[src/rtl/toggle_event_decoder.sv]
// Toggle-line event decoder: synchronizer, change detector and pending-event counter.
// Optional stability filter on the synchronized line: define TOGGLE_DEC_FILTER_EN.
module toggle_event_decoder #(
  parameter int SYNC_STAGES = 2,
  parameter int CNT_W       = 4
`ifdef TOGGLE_DEC_FILTER_EN
  ,
  parameter int FILTER_LEN  = 3
`endif
) (
  input  logic             clk,
  input  logic             reset,
  input  logic             t_in,
  input  logic             evt_ack,
  output logic             evt_pulse,
  output logic             evt_valid,
  output logic [CNT_W-1:0] pending,
  output logic             overflow,
  output logic             level
);

  localparam logic [CNT_W-1:0] PEND_MAX = '1;
  localparam logic [2:0] FLUSH_LAST = 3'(SYNC_STAGES - 1);

  typedef enum logic {
    ST_INIT = 1'b0,
    ST_RUN  = 1'b1
  } state_t;

  state_t                 r_state;
  logic [SYNC_STAGES-1:0] r_sync;
  logic [2:0]             r_flush;
  logic                   r_level;
  logic                   r_pulse;
  logic                   r_ovf;
  logic [CNT_W-1:0]       r_pend;

  logic w_last;
  logic w_diff;
  logic w_run;
  logic w_det;
  logic w_ack;

  assign w_last = r_sync[SYNC_STAGES-1];
  assign w_diff = w_last ^ r_level;
  assign w_run  = (r_state == ST_RUN);
  assign w_ack  = w_run & evt_ack;

`ifdef TOGGLE_DEC_FILTER_EN
  localparam logic [2:0] FILT_LAST = 3'(FILTER_LEN - 1);

  logic [2:0] r_fcnt;

  assign w_det = w_run & w_diff & (r_fcnt == FILT_LAST);

  always_ff @(posedge clk) begin
    if (!reset) begin
      r_fcnt <= '0;
    end else if (!w_run || !w_diff || w_det) begin
      r_fcnt <= '0;
    end else begin
      r_fcnt <= r_fcnt + 3'd1;
    end
  end
`else
  assign w_det = w_run & w_diff;
`endif

  always_ff @(posedge clk) begin
    if (!reset) begin
      r_sync  <= '0;
      r_state <= ST_INIT;
      r_flush <= '0;
      r_level <= 1'b0;
      r_pulse <= 1'b0;
    end else begin
      r_sync  <= {r_sync[SYNC_STAGES-2:0], t_in};
      r_pulse <= 1'b0;
      unique case (r_state)
        ST_INIT: begin
          // Track the value entering the last stage so RUN starts with no difference.
          r_level <= r_sync[SYNC_STAGES-2];
          if (r_flush == FLUSH_LAST) begin
            r_state <= ST_RUN;
          end else begin
            r_flush <= r_flush + 3'd1;
          end
        end
        ST_RUN: begin
          if (w_det) begin
            r_level <= w_last;
            r_pulse <= 1'b1;
          end
        end
        default: r_state <= ST_INIT;
      endcase
    end
  end

  always_ff @(posedge clk) begin
    if (!reset) begin
      r_pend <= '0;
      r_ovf  <= 1'b0;
    end else begin
      unique case ({w_det, w_ack})
        2'b10: begin
          if (r_pend == PEND_MAX) begin
            r_ovf <= 1'b1;
          end else begin
            r_pend <= r_pend + 1'b1;
          end
        end
        2'b01: begin
          if (r_pend != '0) begin
            r_pend <= r_pend - 1'b1;
          end
        end
        2'b11: begin
          if (r_pend == '0) begin
            r_pend <= {{(CNT_W-1){1'b0}}, 1'b1};
          end
        end
        default: r_pend <= r_pend;
      endcase
    end
  end

  assign evt_pulse = r_pulse;
  assign evt_valid = (r_pend != '0);
  assign pending   = r_pend;
  assign overflow  = r_ovf;
  assign level     = r_level;

endmodule

[config.mk]
export PLATFORM = sky130hd
export DESIGN_NAME = toggle_event_decoder
export DESIGN_NICKNAME = d
export VERILOG_FILES = /design/src/rtl/toggle_event_decoder.sv
export SDC_FILE = /design/constraint.sdc
export NUM_CORES = 1
export LEC_CHECK = 0
export CAP_MARGIN = 5
export CORE_AREA = 3 3 40 42
export CTS_CLUSTER_SIZE = 25
export DETAILED_ROUTE_END_ITERATION = 10
export DIE_AREA = 0 0 43 45
export PLACE_DENSITY = 0.76
export REMOVE_ABC_BUFFERS = 1
export SYNTH_ARGS = -nofsm -noshare
export SYNTH_HDL_FRONTEND = slang
export SYNTH_SLANG_ARGS = --single-unit
[constraint.sdc]
create_clock -name clk -period 4.3 [get_ports clk]
set_input_delay 0.86 -clock clk [delete_from_list [all_inputs] [get_ports clk]]
set_output_delay 0.86 -clock clk [all_outputs]
set_load 0.01 [all_outputs]
==> flow_summary_export.csv, run 1 <==
group,metric,value,unit
clock_network,cts-buffers-inserted,3,
critical_path,crit_chain,"clkdlybuf4s50_1, and2_1, and2_1, ha_1, a31oi_1, a21oi_1, a31oi_1, a31oi_1, o22ai_1",
clock_network,clk_pin_slew,0.08,ns
routing,wl,1150,µm
sta,finalCritPeriodShare,60.9,%
sta,finalMaxSlewViolations,0,
routing,antenna_left,0,
logic_synthesis,syn_area,659,µm²
clock_network,cts_resized,0,
grt,grt_use_total,15.0,%
logic_synthesis,synth_top_area_share,39.5,%
grt,grt_max_degree,10,
clock_network,clock_latency,0.28,ns
routing,initialDrtViolationCount,10,
floorplanning,start_util,51.3,%
grt,busiest_layer,"met2",
floorplanning,die_area,0.00194,mm²
critical_path,arrival,2.82,ns
pwr,p_leak,0.315,nW
routing,first_pass_iters,4,
layout,n_antenna_cell,0,
grt,grt-ovfl-total,0,
clock_network,post_cts_buffers,0,
floorplanning,rows,13,
routing,drc_errors,0,
layout,fillers,123,
grt,grt_use_met3,6.37,%
critical_path,critPathSlowestCell,"clkdlybuf4s50_1",
sta,grt_setup_unrepaired,"no",
critical_path,end_kind,"register",
floorplanning,core_area,0.00128,mm²
critical_path,crit_fanout,5,
sta,setup_viol,0,
critical_path,start_kind,"input pin",
logic_synthesis,ys.warnings.count,0,
layout,area_growth,21.3,%
logic_synthesis,seq_area_frac_synth,39.5,%
run,cap_viol_max_count,0,
grt,antenna_found_initial,0,
sta,whs,0.469,ns
clock_network,cts_sinks,13,
sta,fin_crit,2.62,ns
routing,viasPerCell,5.33,
sta,tightest_slew,0.488,ns
layout,layout_commonest_cell,"dfxtp_1",
critical_path,crit_top_cell,"a31oi_1",
logic_synthesis,yosys-top-cells-area,"dfxtp_1 (39%), ha_1 (7.6%), nor2_1 (5.7%)",
logic_synthesis,avgSynthCellArea,9.42,µm²
critical_path,crit_type,"input pin to register",
pwr,p_per_area,410,mW/mm²
routing,wl_per_cell,11.8,µm
clock_network,hold_buffers,0,
logic_synthesis,synthesis.instances,70,
critical_path,required,4.50,ns
sta,hold_viol_final,0,
floorplanning,ios,12,
logic_synthesis,synth_cell_type_count,28,
worst_hold_path,hold_path.class,"register to register",
sta,fin_tns_setup,0,ns
layout,drive_above_1_share,10.8,%
grt,grt_use_met1,18.8,%
clock_network,cts_max_level,1,
sta,finClkSkew,0.00393,ns
pwr,ir_drop,0.230,mV
layout,final_cell_mix,"dfxtp_1 (13), clkdlybuf4s50_1 (11), nor2_1 (10)",
grt,grt_pass1_wl,2130,µm
layout,layout.nets,92,
critical_path,slowest_delay,0.53,ns
grt,grt_pass1_vias,501,
sta,fmax,382,MHz
logic_synthesis,yosys.area.top_type,"dfxtp_1",
status,outcome,"completed",
logic_synthesis,ys_seq_elements,13,
place,place.gp.congestion,0.765,
routing,num_vias,522,
place,hpwl,843,µm
floorplanning,die_height,45,µm
place,portBuffers,11,
floorplanning,dieWidth,43,µm
sta,slew_headroom,67.5,%
clock_network,cts_tree,"done",
clock_network,cts_buffer_depth,2,
grt,met2_usage,22.2,%
clock_network,clockRootBuffer,"clkbuf_4",
==> synthesized netlist by cell type <==
cell	n
nand3_1	1
xnor2_4	1
nand2_1	3
a21oi_2	1
or3_1	1
buf_2	1
inv_1	5
and4_2	1
a311oi_1	1
nor2_1	10
nor2b_1	1
xor2_1	1
dfxtp_1	13
mux2i_1	1
buf_6	1
xnor2_2	1
a21oi_1	4
a31oi_1	4
ha_1	4
a211oi_1	1
and2_1	4
or4_4	1
a221oi_1	2
xnor2_1	2
o22ai_1	1
o21ai_0	1
a22o_1	2
nor3_1	1
==> cells by family (layout without fill, tap and decap cells) <==
group | after synthesis | in the layout | synth area share, %
flops | 13 | 13 | 39.5
simple gates | 23 | 23 | 17.8
buf+inv | 7 | 20 | 5.31
compound gates | 17 | 17 | 17.6
mux | 1 | 1 | 1.52
xor+xnor | 5 | 5 | 10.6
fa+ha+maj | 4 | 4 | 7.59
==> routing by layer <==
layer,vias up,wire length (µm)
met5,-,0
met3,0,77
li1,273,-
met2,20,512
met1,229,565
met4,0,0
==> worst max-delay path, delay by kind of cell <==
| family | cells | cell delay [ns] |
|---|---|---|
| compound gates | 5 | 0.70 |
| fa+ha+maj | 1 | 0.29 |
| simple gates | 2 | 0.43 |
| buf+inv | 1 | 0.53 |
==> registers in the layout (all words and copies together) (netlist names) <==
name,flops
overflow,1
evt_pulse,1
r_state,1
level,1
r_flush,3
r_sync,2
pending,4
==> through the flow <==
stage | utilization (%) | total power, W | cell area [µm²] | setup WS [ns] | instances
2_1_floorplan | - | 0.000229 | 643 | 2.12 | 68
3_3_place_gp | 60.1 | 0.000251 | 772 | 1.45 | 94
3_5_place_dp | 60.1 | 0.000255 | 772 | 1.40 | 94
4_1_cts | 62.2 | 0.000331 | 800 | 1.68 | 98
5_1_grt | 62.2 | 0.000354 | 800 | 1.55 | 98
6_report | 62.2 | 0.000328 | 800 | 1.68 | 98
==> final cells by class <==
cell class | instances | area, µm² | share of cell area (%)
Timing Repair Buffer | 11 | 110 | 13.8
Multi-Input combinational cell | 50 | 364 | 45.5
Sequential cell | 13 | 260 | 32.6
Tap cell | 15 | 18.8 | 2.35
Clock buffer | 3 | 22.5 | 2.82
Clock inverter | 1 | 5.00 | 0.626
Inverter | 5 | 18.8 | 2.35
==> worst paths after layout <==
| kind | from | end | slack (ns) | cells after the start |
|---|---|---|---|---|
| worst max-delay path | evt_ack | pending[3] | 1.68 | 9 |
| worst min-delay path | r_sync[0] | r_sync[1] | 0.47 | 1 |
| worst max register to register | r_state | pending[3] | 2.25 | 8 |
| worst min register to register | r_sync[0] | r_sync[1] | 0.47 | 1 |
==> report_power, final <==
part / switching (W) / internal (W) / total [W]
Combinational: 0.0000464 / 0.0000482 / 0.0000946
Clock: 0.0000413 / 0.0000345 / 0.0000758
Sequential: 0.0000205 / 0.000137 / 0.000157
Total: 0.000108 / 0.000219 / 0.000328
Power figures use the tool's default switching activity.
==> run 2, diff against run 1 <==
--- a/config.mk
+++ b/config.mk
@@ -6,11 +6,11 @@
 export NUM_CORES = 1
 export LEC_CHECK = 0
 export CAP_MARGIN = 5
-export CORE_AREA = 3 3 40 42
+export CORE_MARGIN = 3
+export CORE_UTILIZATION = 49
 export CTS_CLUSTER_SIZE = 25
 export DETAILED_ROUTE_END_ITERATION = 10
-export DIE_AREA = 0 0 43 45
-export PLACE_DENSITY = 0.76
+export PLACE_DENSITY = 0.75
 export REMOVE_ABC_BUFFERS = 1
 export SYNTH_ARGS = -nofsm -noshare
 export SYNTH_HDL_FRONTEND = slang
==> constraint.sdc (replaced) <==
create_clock -name clk -period 2.7 [get_ports clk]
set_input_delay 0.54 -clock clk [delete_from_list [all_inputs] [get_ports clk]]
set_output_delay 0.54 -clock clk [all_outputs]
set_load 0.01 [all_outputs]
==> flow_summary_export.csv, run 2 (synthesis results as in run 1) <==
group,metric,value,unit
clock_network,hold_buffers,0,
clock_network,cts_max_level,1,
routing,wl_per_cell,12.4,µm
critical_path,required,2.91,ns
critical_path,cp.buffers_inverters,1,
pwr,power_frac_seq,47.6,%
pwr,p_sw,0.000173,W
grt,grt_pass1_wl,2060,µm
sta,fin_crit,2.30,ns
pwr,p_per_area,655,mW/mm²
clock_network,cts_buffer_depth,2,
floorplanning,start_util,55.6,%
clock_network,post_cts_buffers,0,
sta,fin_tns_setup,0,ns
floorplanning,dieWidth,42.7,µm
sta,finalMaxSlewViolations,0,
critical_path,critPathSlowestCell,"clkdlybuf4s50_1",
grt,antenna_found_initial,0,
sta,grt_setup_unrepaired,"no",
worst_hold_path,hold_path.class,"register to register",
place,dp.cells,93,
layout,largest_register_ffs,4,
critical_path,start_kind,"input pin",
critical_path,slowest_delay,0.53,ns
pwr,comb_power_share,29.3,%
critical_path,crit_type,"input pin to register",
sta,setup_viol,0,
critical_path,crit_chain,"clkdlybuf4s50_1, and2_1, and2_1, ha_1, a31oi_1, a21oi_1, a31oi_1, a31oi_1, o22ai_1",
layout,stdcell_count,97,
sta,slew_headroom,63.4,%
clock_network,cts_tree,"done",
clock_network,cts_resized,0,
layout,fillers,97,
layout,layout_commonest_cell,"dfxtp_1",
sta,fmax,434,MHz
place,hpwl,882,µm
routing,antenna_left,0,
pwr,p_clk_share,23.1,%
critical_path,end_kind,"register",
clock_network,clock_latency,0.27,ns
routing,initialDrtViolationCount,10,
floorplanning,ios,12,
grt,grt-ovfl-total,0,
critical_path,path_delay_family,"compound AO/OA/AOI/OAI gates",
layout,area_growth,21.1,%
routing,num_vias,537,
run,cap_viol_max_count,0,
sta,finalCritPeriodShare,85.4,%
pwr,ir_drop,0.348,mV
layout,final_cell_mix,"dfxtp_1 (13), clkdlybuf4s50_1 (11), nor2_1 (10)",
layout,layout.nets,92,
floorplanning,core_area,0.00119,mm²
place,place.gp.congestion,0.778,
critical_path,r2r-start,"r_state",
critical_path,crit_top_cell,"a31oi_1",
clock_network,clockRootBuffer,"clkbuf_4",
grt,grt_use_total,14.8,%
layout,finalInstanceArea,798,µm²
routing,drc_errors,0,
grt,grt_max_degree,10,
floorplanning,die_area,0.00182,mm²
critical_path,crit_fanout,5,
routing,first_pass_iters,4,
routing,viasPerCell,5.54,
pwr,sw_frac_of_total,33.1,%
grt,grt_pass1_vias,463,
pwr,p_leak,0.315,nW
place,portBuffers,11,
clock_network,cts_sinks,13,
sta,tightest_slew,0.549,ns
floorplanning,die_height,42.7,µm
critical_path,arrival,2.51,ns
sta,hold_viol_final,0,
routing,wl,1200,µm
clock_network,cts-buffers-inserted,3,
sta,finClkSkew,0.00170,ns
pwr,power.internal,0.000350,W
worst_hold_path,hp-start,"r_sync[0]",
clock_network,clk_pin_slew,0.08,ns
critical_path,startpoint,"evt_ack",
status,outcome,"completed",
place,place_area,771,µm²
layout,n_antenna_cell,0,
layout,drive_above_1_share,10.8,%
floorplanning,rows,12,
-- run 2: cell counts in the layout (fill, tap and decap cells not counted) --
Identical to the previous run, type by type.
-- run 2: path summary, 6_finish.rpt --
kind	slack [ns]	to	cells after the start
worst max register to register	0.65	pending[3]	8
worst min register to register	0.47	r_sync[1]	1
worst max-delay path	0.40	pending[3]	9
worst min-delay path	0.47	r_sync[1]	1
-- run 2: metal layers --
metal  global-route usage (%)  part of all wire (%)  vias to the layer above
met2                     19.5                    44                       18
met5                        0                     0                        -
met1                     21.8                    47                      242
met4                     7.45                   1.7                        0
met3                     3.39                   6.5                        4
li1                         -                     -                      273
-- run 2: worst reg2reg max path, cell delays in order (launching register included) --
cell	delay [ns]
dfxtp_1	0.51
and2_1	0.25
and2_1	0.24
ha_1	0.29
a31oi_1	0.19
a21oi_1	0.05
a31oi_1	0.20
a31oi_1	0.11
o22ai_1	0.15
-- run 2: power groups by stage --
| stage | clock network (W) | registers [W] | logic [W] |
|---|---|---|---|
| final | 0.000121 | 0.000249 | 0.000153 |
| after global routing | 0.000131 | 0.000254 | 0.000177 |
| after CTS | 0.000124 | 0.000249 | 0.000155 |
| after detailed placement | 0 | 0.000253 | 0.000152 |
| after global placement | 0 | 0.000252 | 0.000150 |
| after floorplan | 0 | 0.000249 | 0.000115 |
-- run 2: cell type report --
cell class              count  area, µm²  share of cell area, %
multi-input cells          50        364                   45.6
flip-flops and latches     13        260                   32.6
well taps                  14       17.5                   2.19
inverters                   5       18.8                   2.35
clock inverters             1       5.00                  0.627
clock buffers               3       22.5                   2.82
repair buffers             11        110                   13.8
-- run 2: metrics by stage --
step           setup WS, ns  hold WS (ns)  utilization, %  power [W]
2_1_floorplan         0.837         0.434               -   0.000365
3_3_place_gp          0.186         0.448            65.0   0.000402
3_5_place_dp          0.166         0.445            65.0   0.000405
4_1_cts               0.397         0.473            67.3   0.000528
5_1_grt               0.236         0.516            67.3   0.000563
6_report              0.395         0.468            67.3   0.000523
==> run 3, diff against run 2 <==
--- a/config.mk
+++ b/config.mk
@@ -5,7 +5,7 @@
 export SDC_FILE = /design/constraint.sdc
 export NUM_CORES = 1
 export LEC_CHECK = 0
-export CAP_MARGIN = 5
+export CAP_MARGIN = 20
 export CORE_MARGIN = 3
 export CORE_UTILIZATION = 49
 export CTS_CLUSTER_SIZE = 25
==> results of run 3 <==
Final layout, timing and power as in run 2 (identical DEF).
